===== src/rtl/ram_arbiter.sv =====
// ram_arbiter: shares one single-port blram between two masters (m0 = CPU, m1 = loader/debug).
// Round-robin between contending masters, with an optional lock that lets the previous
// grantee keep the RAM for up to MAX_BURST consecutive cycles while the other master waits.
// Read data is blram's output passed straight through; rvalid marks the owner one cycle later.
module ram_arbiter #(
    parameter int unsigned ADDR_LEN  = 14,
    parameter int unsigned DATA_W    = 32,
    parameter int unsigned MAX_BURST = 4
) (
    input  logic                clk,
    input  logic                rst,

    input  logic                m0_req,
    input  logic                m0_we,
    input  logic                m0_lock,
    input  logic [ADDR_LEN-1:0] m0_addr,
    input  logic [DATA_W-1:0]   m0_wdata,
    output logic                m0_gnt,
    output logic                m0_rvalid,
    output logic [DATA_W-1:0]   m0_rdata,

    input  logic                m1_req,
    input  logic                m1_we,
    input  logic                m1_lock,
    input  logic [ADDR_LEN-1:0] m1_addr,
    input  logic [DATA_W-1:0]   m1_wdata,
    output logic                m1_gnt,
    output logic                m1_rvalid,
    output logic [DATA_W-1:0]   m1_rdata,

    output logic                ram_we,
    output logic [ADDR_LEN-1:0] ram_addr,
    output logic [DATA_W-1:0]   ram_wdata,
    input  logic [DATA_W-1:0]   ram_rdata
);

    localparam int unsigned     RunW   = $clog2(MAX_BURST + 1);
    localparam logic [RunW-1:0] RunMax = RunW'(MAX_BURST);
    localparam logic [RunW-1:0] RunOne = RunW'(1);

    // Owner encoding used by last_owner: 0 = m0, 1 = m1.
    logic            last_owner_q, last_owner_d;
    // Set when the previous cycle granted someone; last_owner is then that grantee.
    logic            prev_gnt_q, prev_gnt_d;
    logic [RunW-1:0] run_len_q, run_len_d;
    logic            m0_rvalid_q, m0_rvalid_d;
    logic            m1_rvalid_q, m1_rvalid_d;

    logic            gnt_m0, gnt_m1;
    logic            owner_req, owner_lock;
    logic            lock_hold;
    logic            any_gnt;
    logic            grantee;

    // Decide whether the previous grantee keeps the RAM under its lock.
    always_comb begin
        owner_req  = last_owner_q ? m1_req  : m0_req;
        owner_lock = last_owner_q ? m1_lock : m0_lock;
        lock_hold  = prev_gnt_q && owner_req && owner_lock && (run_len_q < RunMax);
    end

    // Grant selection: lock continuation, then lone requester, then round-robin on a tie.
    always_comb begin
        gnt_m0 = 1'b0;
        gnt_m1 = 1'b0;
        if (rst) begin
            if (lock_hold) begin
                gnt_m0 = ~last_owner_q;
                gnt_m1 = last_owner_q;
            end else if (m0_req && m1_req) begin
                gnt_m0 = last_owner_q;
                gnt_m1 = ~last_owner_q;
            end else begin
                gnt_m0 = m0_req;
                gnt_m1 = m1_req;
            end
        end
    end

    // Route the granted master onto the RAM port; idle and reset drive all zeros.
    always_comb begin
        ram_we    = 1'b0;
        ram_addr  = '0;
        ram_wdata = '0;
        if (gnt_m0) begin
            ram_we    = m0_we;
            ram_addr  = m0_addr;
            ram_wdata = m0_wdata;
        end else if (gnt_m1) begin
            ram_we    = m1_we;
            ram_addr  = m1_addr;
            ram_wdata = m1_wdata;
        end
    end

    // Next-state for fairness bookkeeping and read-return flags.
    always_comb begin
        any_gnt      = gnt_m0 | gnt_m1;
        grantee      = gnt_m1;
        last_owner_d = last_owner_q;
        run_len_d    = '0;
        prev_gnt_d   = any_gnt;
        if (any_gnt) begin
            last_owner_d = grantee;
            if (prev_gnt_q && (grantee == last_owner_q)) begin
                run_len_d = (run_len_q == RunMax) ? RunMax : run_len_q + RunOne;
            end else begin
                run_len_d = RunOne;
            end
        end
        m0_rvalid_d = gnt_m0 & ~m0_we;
        m1_rvalid_d = gnt_m1 & ~m1_we;
    end

    // State registers with synchronous active-low reset; m0 wins the first tie after reset.
    always_ff @(posedge clk) begin
        if (!rst) begin
            last_owner_q <= 1'b1;
            prev_gnt_q   <= 1'b0;
            run_len_q    <= '0;
            m0_rvalid_q  <= 1'b0;
            m1_rvalid_q  <= 1'b0;
        end else begin
            last_owner_q <= last_owner_d;
            prev_gnt_q   <= prev_gnt_d;
            run_len_q    <= run_len_d;
            m0_rvalid_q  <= m0_rvalid_d;
            m1_rvalid_q  <= m1_rvalid_d;
        end
    end

    // Output assignments; both masters see blram data, qualified by their own rvalid.
    always_comb begin
        m0_gnt    = gnt_m0;
        m1_gnt    = gnt_m1;
        m0_rvalid = m0_rvalid_q;
        m1_rvalid = m1_rvalid_q;
        m0_rdata  = ram_rdata;
        m1_rdata  = ram_rdata;
    end

endmodule

===== config.mk =====
export PLATFORM = sky130hd
export DESIGN_NAME = ram_arbiter
export DESIGN_NICKNAME = d
export VERILOG_FILES = /design/src/rtl/ram_arbiter.sv
export SDC_FILE = /design/constraint.sdc
export NUM_CORES = 1
export LEC_CHECK = 0
export ABC_AREA = 1
export CAP_MARGIN = 5
export CELL_PAD_IN_SITES_DETAIL_PLACEMENT = 2
export CELL_PAD_IN_SITES_GLOBAL_PLACEMENT = 2
export CORE_AREA = 4 4 94 96
export CTS_CLUSTER_SIZE = 10
export DETAILED_ROUTE_END_ITERATION = 6
export DIE_AREA = 0 0 98 100
export DONT_BUFFER_PORTS = 1
export PLACE_DENSITY = 0.8
export SETUP_SLACK_MARGIN = 0.1
export SYNTH_ARGS = -nofsm -noshare
export SYNTH_HDL_FRONTEND = slang
export SYNTH_SLANG_ARGS = --single-unit

===== constraint.sdc =====
create_clock -name clk -period 1.5 [get_ports clk]
set_clock_uncertainty 0.15 [all_clocks]
set_input_delay 0.3 -clock clk [delete_from_list [all_inputs] [get_ports clk]]
set_output_delay 0.3 -clock clk [all_outputs]
set_load 0.02 [all_outputs]

==> impl_summary.txt, run 1 <==
----------------------------------------------------
[CTS]
  CTS hold repair buffers ... 1
  Maximum buffer depth of the clock tree ... 2
  TritonCTS buffer count ... 3
  Number of clock sinks ... 7
  Deepest level of the CTS H-tree ... 1
  Clock latency on the worst-skew pair ... roughly 0.23 ns
  Postcts setup bufs ... 0
  Clock tree from TritonCTS ... built
  Clk pin slew, worst setup/hold paths ... 0.04 ns
  Clock Tree Root ... sky130_fd_sc_hd__clkbuf_8

[Pwr]
  Pwr per Cell Area ... roughly 740 nW/um^2
  Pint ... around 0.6 mW
  Comb power frac ... between 50% and 60%
  Leak pwr ... roughly 0.76 nW
  Part of the power in the clock network ... roughly a quarter
  Switching power ... ~0.54 mW
  Total power ... 1.15 mW
  Part of the total power dissipated in sequential elements ... between 10% and 20%
  Switching fraction of total power ... ~47%
  Maximum VDD drop ... ~620 uV

[Routing]
  Iteration-0 DRC Markers ... 15
  Total iterations of the first detailed-routing run ... 3
  Average vias per placed instance ... about 4.4
  Remaining number of nets flagged by the antenna check after routing ... 0
  Routed WL per cell ... about 18 um
  Residual DRC count ... 0
  Total vias in the final route ... 1392
  Routed wire length ... ~5.8 mm

[Timing]
  Setup violators final ... approximately 50
  RSZ-0062 raised after global routing ... true
  Hold Fails Final Rpt ... 1
  Summed negative setup slack over all endpoints ... -20.96 ns
  Tmin final ... a little under 2 ns
  Fin worst setup slack ... -0.444 ns
  Slew @ Worst Pin ... 0.236 ns
  Max Transition Viols Final ... 0
  Period Utilization, post-route ... 130%
  FMAX ... roughly 0.5 GHz
  Worst slew margin relative to its limit ... between 80% and 90%
  Post-Route Hold Slack ... -0.00809 ns

[Global routing]
  GR Util met3 ... 3.82%
  GR Layer Usage met2 ... between 10% and 20%
  Remaining global-route overflow ... 0
  Layer carrying the most global-route usage ... met2
  Via count of the first global-routing pass ... 1574
  Global Route met1 Usage ... 9.14%
  First-pass GRT wire length ... around 7.9 mm
  Pin count of the biggest net entering global routing ... 29
  Initial antenna violation count ... 0
  All-layer global routing usage ... roughly a tenth

[Logic synthesis]
  Async set or reset register ratio after synthesis ... 0%
  Post-synth EDFFs ... 0
  Sequential share of the synthesized area ... 9.48%
  Number of unique standard cell types used by synthesis ... 20
  Number of warning messages in the yosys log ... 0
  Most used flip-flop cell after synthesis ... sky130_fd_sc_hd__dfxtp_1
  Synthesized net count ... ~400
  Area of the mapped netlist ... between 1000 and 1500 um^2
  Number of synthesized register bits ... 7
  Number of instances in the synthesized netlist ... roughly 270
  Syn_area_per_cell ... approximately 5.6 um^2

[Placed design]
  Weighted congestion at the end of routability-driven global placement ... 0.703
  Dpl cell area ... approximately 1300 um^2
  Cell count after placement ... approximately 300
  Post-placement worst setup slack ... -0.277 ns
  Number of input and output port buffers inserted ... 0
  HPWL after detailed placement ... 4.48 mm

[Setup path]
  Crit path cell chain ... inv_4 -> nand2_1 -> nand3_2 -> nand2_2 -> nand3_4 -> clkinv_8 -> buf_12 -> nand2_1 -> nand2_2
  Required time of the critical path ... about 1.1 ns
  Worst Setup End Kind ... output pin
  Buffers plus inverters on the worst setup path ... 3
  Slack of the worst reg-to-reg path ... 0.01 ns
  CP max stage delay ... around 0.36 ns
  Critical path's slowest cell ... sky130_fd_sc_hd__dfxtp_2
  Critical setup path kind ... reg2out
  R2r worst-path depth ... 10
  Startpoint of the worst-slack reg-to-reg timing path ... last_owner_q
  Family with the most delay on the worst path ... simple AND/OR/NAND/NOR gates
  Arrival time at the worst endpoint ... 1.49 ns
  Capturing point of the worst reg2reg path ... run_len_q[2]
  CP max FO ... 14
  Cell depth of the worst setup path ... 9
  Critical Path Start Type ... flop

[Floorplanning]
  Site row count ... 33
  Starting density of the core ... about 18%
  Top Ports ... between 200 and 250
  Height of the die ... 100 um
  Area of the core ... between 8000 and 9000 um^2
  Die footprint ... 9800 um^2
  Die Wd ... roughly 98 um

[Hold path]
  End point of the worst hold path ... m0_rvalid
  Number of cells on the worst hold path ... 1
  Hold Path Class ... in2reg
  Worst Min Path Start ... m0_we

[Layout]
  Number of inserted filler cells in the final layout ... 980
  Core occupancy in the finished layout ... approximately a fifth
  Non-Filler Cell Area, Final ... between 1500 and 2000 um^2
  Antenna diode instance count ... 0
  Final Non-Filler Cells ... roughly 320
  Fraction of layout instances using a drive strength above 1 ... between 40% and 50%
  Area growth from synthesis to layout ... 5.50%
  Highest-count cells in the layout ignoring fill and taps ... 100 x sky130_fd_sc_hd__nand2_1, 49 x sky130_fd_sc_hd__nand2_2, 8 x sky130_fd_sc_hd__buf_4
  Nets ... 348
  Most frequent standard cell in the layout excluding fill and tap cells ... sky130_fd_sc_hd__nand2_1

[Status]
  Status ... finished with violations
  Failing checks ... negative hold slack, negative setup slack

[Run]
  Max-capacitance violation count ... 0

----------------------------------------------------
==> final cells by class <==
| cell class | count | area [um^2] | share of cell area [%] |
|---|---|---|---|
| Multi-Input combinational cell | 174 | 915 | 58.7 |
| Timing Repair Buffer | 18 | 264 | 16.9 |
| Sequential cell | 7 | 144 | 9.23 |
| Tap cell | 105 | 131 | 8.43 |
| Inverter | 10 | 60.1 | 3.85 |
| Clock buffer | 4 | 45.0 | 2.89 |
==> repair_timing <==
item / 4_1_cts / 5_1_grt
setup endpoints to repair: 52 / 55
pin swaps: 3 / 10
endpoints found under the hold margin: 2 / 1
cloned: 1 / 4
gates resized for setup: 13 / 7
==> power by group through the flow <==
stage / registers (mW) / clock network [mW] / logic [mW]
floorplan: 0.217 / 0 / 0.721
global placement: 0.219 / 0 / 0.557
detailed placement: 0.221 / 0 / 0.579
CTS: 0.218 / 0.277 / 0.619
global route: 0.219 / 0.293 / 0.719
finish: 0.218 / 0.268 / 0.661
==> worst max-delay path by stage <==
| stage | end | from |
|---|---|---|
| 2_1_floorplan | ram_wdata[11] | last_owner_q |
| 3_3_place_gp | ram_wdata[18] | prev_gnt_q |
| 3_5_place_dp | ram_wdata[18] | prev_gnt_q |
| 4_1_cts | ram_wdata[6] | last_owner_q |
| 5_1_grt | ram_addr[3] | last_owner_q |
| 6_report | ram_wdata[27] | last_owner_q |
==> state kept, by name (all words and copies together) (netlist names) <==
name          flops
prev_gnt_q        1
m0_rvalid         1
m1_rvalid         1
run_len_q         3
last_owner_q      1
==> metal layers <==
metal	wire (um)	vias up
met2	3120	114
met4	132	0
met5	0	-
met1	1910	628
li1	-	629
met3	606	21
==> cells by family after synthesis <==
| family | Yosys count | synth area share (%) |
|---|---|---|
| and+or+nand+nor | 167 | 45.3 |
| DFF | 7 | 9.48 |
| buffers and inverters | 84 | 41.7 |
| AOI/OAI and AO/OA | 5 | 1.86 |
| adders and majority gates | 2 | 1.69 |
==> Yosys cell counts, types with 2 or more instances <==
cell	count	area (um^2)
sky130_fd_sc_hd__a21oi_1	2	10.0
sky130_fd_sc_hd__nor2_1	4	15.0
sky130_fd_sc_hd__ha_1	2	25.0
sky130_fd_sc_hd__buf_6	6	67.6
sky130_fd_sc_hd__dfxtp_1	7	140
sky130_fd_sc_hd__nand2_1	153	574
sky130_fd_sc_hd__nand3_1	2	10.0
sky130_fd_sc_hd__o21ai_0	2	10.0
sky130_fd_sc_hd__nand3_2	2	20.0
sky130_fd_sc_hd__inv_2	4	15.0
sky130_fd_sc_hd__inv_1	6	22.5
sky130_fd_sc_hd__buf_2	3	15.0
sky130_fd_sc_hd__buf_4	64	480
sky130_fd_sc_hd__nand4_1	2	12.5
==> worst reg2reg max path, delay by kind of cell, from the launching register on <==
| kind | cells | cell delay (ns) |
|---|---|---|
| buffers and inverters | 2 | 0.22 |
| flip-flops | 1 | 0.36 |
| AND/OR/NAND/NOR | 8 | 0.66 |
Power figures use the tool's default switching activity.
==> run 2: changes to the inputs <==
Settings changed: MAX_ROUTING_LAYER set to met4.
==> impl_summary.txt, run 2 (synthesized netlist as in run 1, its figures left out) <==
----------------------------------------------------
[Setup path]
  R2r worst-path depth ... 10
  Arrival time at the worst endpoint ... 1.50 ns
  Required time of the critical path ... around 1.1 ns
  Family with the most delay on the worst path ... simple AND/OR/NAND/NOR gates
  Buffers plus inverters on the worst setup path ... 3
  Slack of the worst reg-to-reg path ... around 0.010 ns
  Most used cell along the critical path ... sky130_fd_sc_hd__nand2_2
  Startpoint of the worst-slack reg-to-reg timing path ... last_owner_q
  Critical setup path kind ... reg2out
  Worst Setup End Kind ... output pin
  CP max stage delay ... roughly 0.33 ns
  Critical path's slowest cell ... sky130_fd_sc_hd__dfxtp_2
  Crit path cell chain ... inv_2 -> nor2_4 -> nand4_2 -> nand2_2 -> nand2_4 -> inv_8 -> buf_12 -> nand2_1 -> nand2_2
  CP max FO ... 14
  Capturing point of the worst reg2reg path ... run_len_q[2]
  Critical Path Start Type ... flop
  Cell depth of the worst setup path ... 9

[CTS]
  Postcts setup bufs ... 0
  Clock latency on the worst-skew pair ... about 0.23 ns
  Clock tree from TritonCTS ... built
  Deepest level of the CTS H-tree ... 1
  Maximum buffer depth of the clock tree ... 2
  TritonCTS buffer count ... 3
  Number of clock sinks ... 7
  Clock Tree Root ... sky130_fd_sc_hd__clkbuf_8
  CTS hold repair buffers ... 1
  Clk pin slew, worst setup/hold paths ... 0.04 ns

[Placed design]
  HPWL after detailed placement ... about 4.5 mm
  Cell count after placement ... ~310
  Dpl cell area ... about 1300 um^2
  Weighted congestion at the end of routability-driven global placement ... 0.710
  Number of input and output port buffers inserted ... 0

[Global routing]
  GR Layer Usage met2 ... 19.6%
  Layer carrying the most global-route usage ... met2
  Via count of the first global-routing pass ... about 1600
  Remaining global-route overflow ... 0
  Pin count of the biggest net entering global routing ... 29
  GR Util met3 ... 3.27%
  First-pass GRT wire length ... a little under 8 mm
  All-layer global routing usage ... 10.2%
  Initial antenna violation count ... 0
  Global Route met1 Usage ... under 10%

[Timing]
  Max Transition Viols Final ... 0
  Worst slew margin relative to its limit ... a little over four fifths
  Setup violators final ... 49
  Summed negative setup slack over all endpoints ... -21.07 ns
  Period Utilization, post-route ... 130%
  Tmin final ... 1.95 ns
  RSZ-0062 raised after global routing ... true
  Slew @ Worst Pin ... roughly 0.24 ns
  FMAX ... roughly 0.51 GHz
  Post-Route Hold Slack ... -0.00815 ns
  Fin worst setup slack ... -0.447 ns
  Hold Fails Final Rpt ... 1

[Status]
  Failing checks ... negative hold slack, negative setup slack
  Status ... finished with violations

[Routing]
  Residual DRC count ... 0
  Average vias per placed instance ... 4.40
  Iteration-0 DRC Markers ... 18
  Total vias in the final route ... 1400
  Total iterations of the first detailed-routing run ... 2
  Routed WL per cell ... 18.1 um
  Routed wire length ... 5.77 mm
  Remaining number of nets flagged by the antenna check after routing ... 0

[Floorplanning]
  Height of the die ... around 100 um
  Die footprint ... between 9000 and 10000 um^2
  Site row count ... 33
  Starting density of the core ... a little under a fifth
  Top Ports ... between 200 and 250
  Area of the core ... 8050 um^2
  Die Wd ... ~98 um

[Hold path]
  Hold Path Class ... in2reg
  Worst Min Path Start ... m0_we
  Number of cells on the worst hold path ... 1
  End point of the worst hold path ... m0_rvalid

[Layout]
  Multi-input logic area ... between 900 and 1000 um^2
  Max FFs per register ... 3
  Nets ... between 300 and 400
  Final Non-Filler Cells ... between 300 and 400
  Non-Filler Cell Area, Final ... between 1500 and 2000 um^2
  Number of inserted filler cells in the final layout ... slightly below 1000
  Area growth from synthesis to layout ... 5.50%
  Antenna diode instance count ... 0
  Fraction of layout instances using a drive strength above 1 ... 41.8%
  Highest-count cells in the layout ignoring fill and taps ... 100 x sky130_fd_sc_hd__nand2_1, 49 x sky130_fd_sc_hd__nand2_2, 8 x sky130_fd_sc_hd__buf_4
  Most frequent standard cell in the layout excluding fill and tap cells ... sky130_fd_sc_hd__nand2_1
  Register with the most flip-flops ... run_len_q
  Area taken by flip-flops and latches ... roughly 140 um^2

[Run]
  Max-capacitance violation count ... 0

[Pwr]
  Pwr per Cell Area ... 737 nW/um^2
  Maximum VDD drop ... 616 uV
  Leak pwr ... around 0.76 nW

----------------------------------------------------
-- run 2: power breakdown --
part / internal [mW] / total [mW] / switching [mW] / leakage (nW)
Clock: 0.184 / 0.268 / 0.0835 / 0.0228
Sequential: 0.203 / 0.218 / 0.0154 / 0.0580
Combinational: 0.217 / 0.663 / 0.446 / 0.675
-- run 2: worst max path at each step --
stage	from	endpoint	slack, ns
4_1_cts	last_owner_q	ram_wdata[6]	-0.49
5_1_grt	last_owner_q	ram_addr[3]	-0.56
2_1_floorplan	last_owner_q	ram_wdata[11]	-0.15
3_3_place_gp	prev_gnt_q	ram_wdata[18]	-0.24
6_report	prev_gnt_q	ram_wdata[15]	-0.45
3_5_place_dp	prev_gnt_q	ram_wdata[18]	-0.28
-- run 2: through the flow --
| stage | hold slack, ns | setup slack [ns] | utilization [%] | total power, mW |
|---|---|---|---|---|
| 2_1_floorplan | 0.222 | -0.152 | - | 0.938 |
| 3_3_place_gp | 0.223 | -0.239 | 16.5 | 0.776 |
| 3_5_place_dp | 0.226 | -0.277 | 16.5 | 0.800 |
| 4_1_cts | -0.00211 | -0.490 | 18.0 | 1.11 |
| 5_1_grt | -0.0178 | -0.560 | 19.4 | 1.23 |
| 6_report | -0.00815 | -0.447 | 19.4 | 1.15 |
-- run 2: cell type report --
class	instances	share of cell area (%)
repair buffers	18	16.9
clock buffers	4	2.89
flip-flops and latches	7	9.23
well taps	105	8.43
multi-input cells	174	58.7
inverters	10	3.85
-- run 2: routing by layer --
layer	wire length, um	share of wire (%)
met5	0	0
met4	132	2.3
met3	561	9.7
met2	3100	54
met1	1970	34
-- run 2: what timing repair did --
item	in CTS	in global routing
pin swaps	3	11
gates cloned	1	4
endpoints found under the setup margin	52	55
endpoints found under the hold margin	2	1
resized for setup	13	7
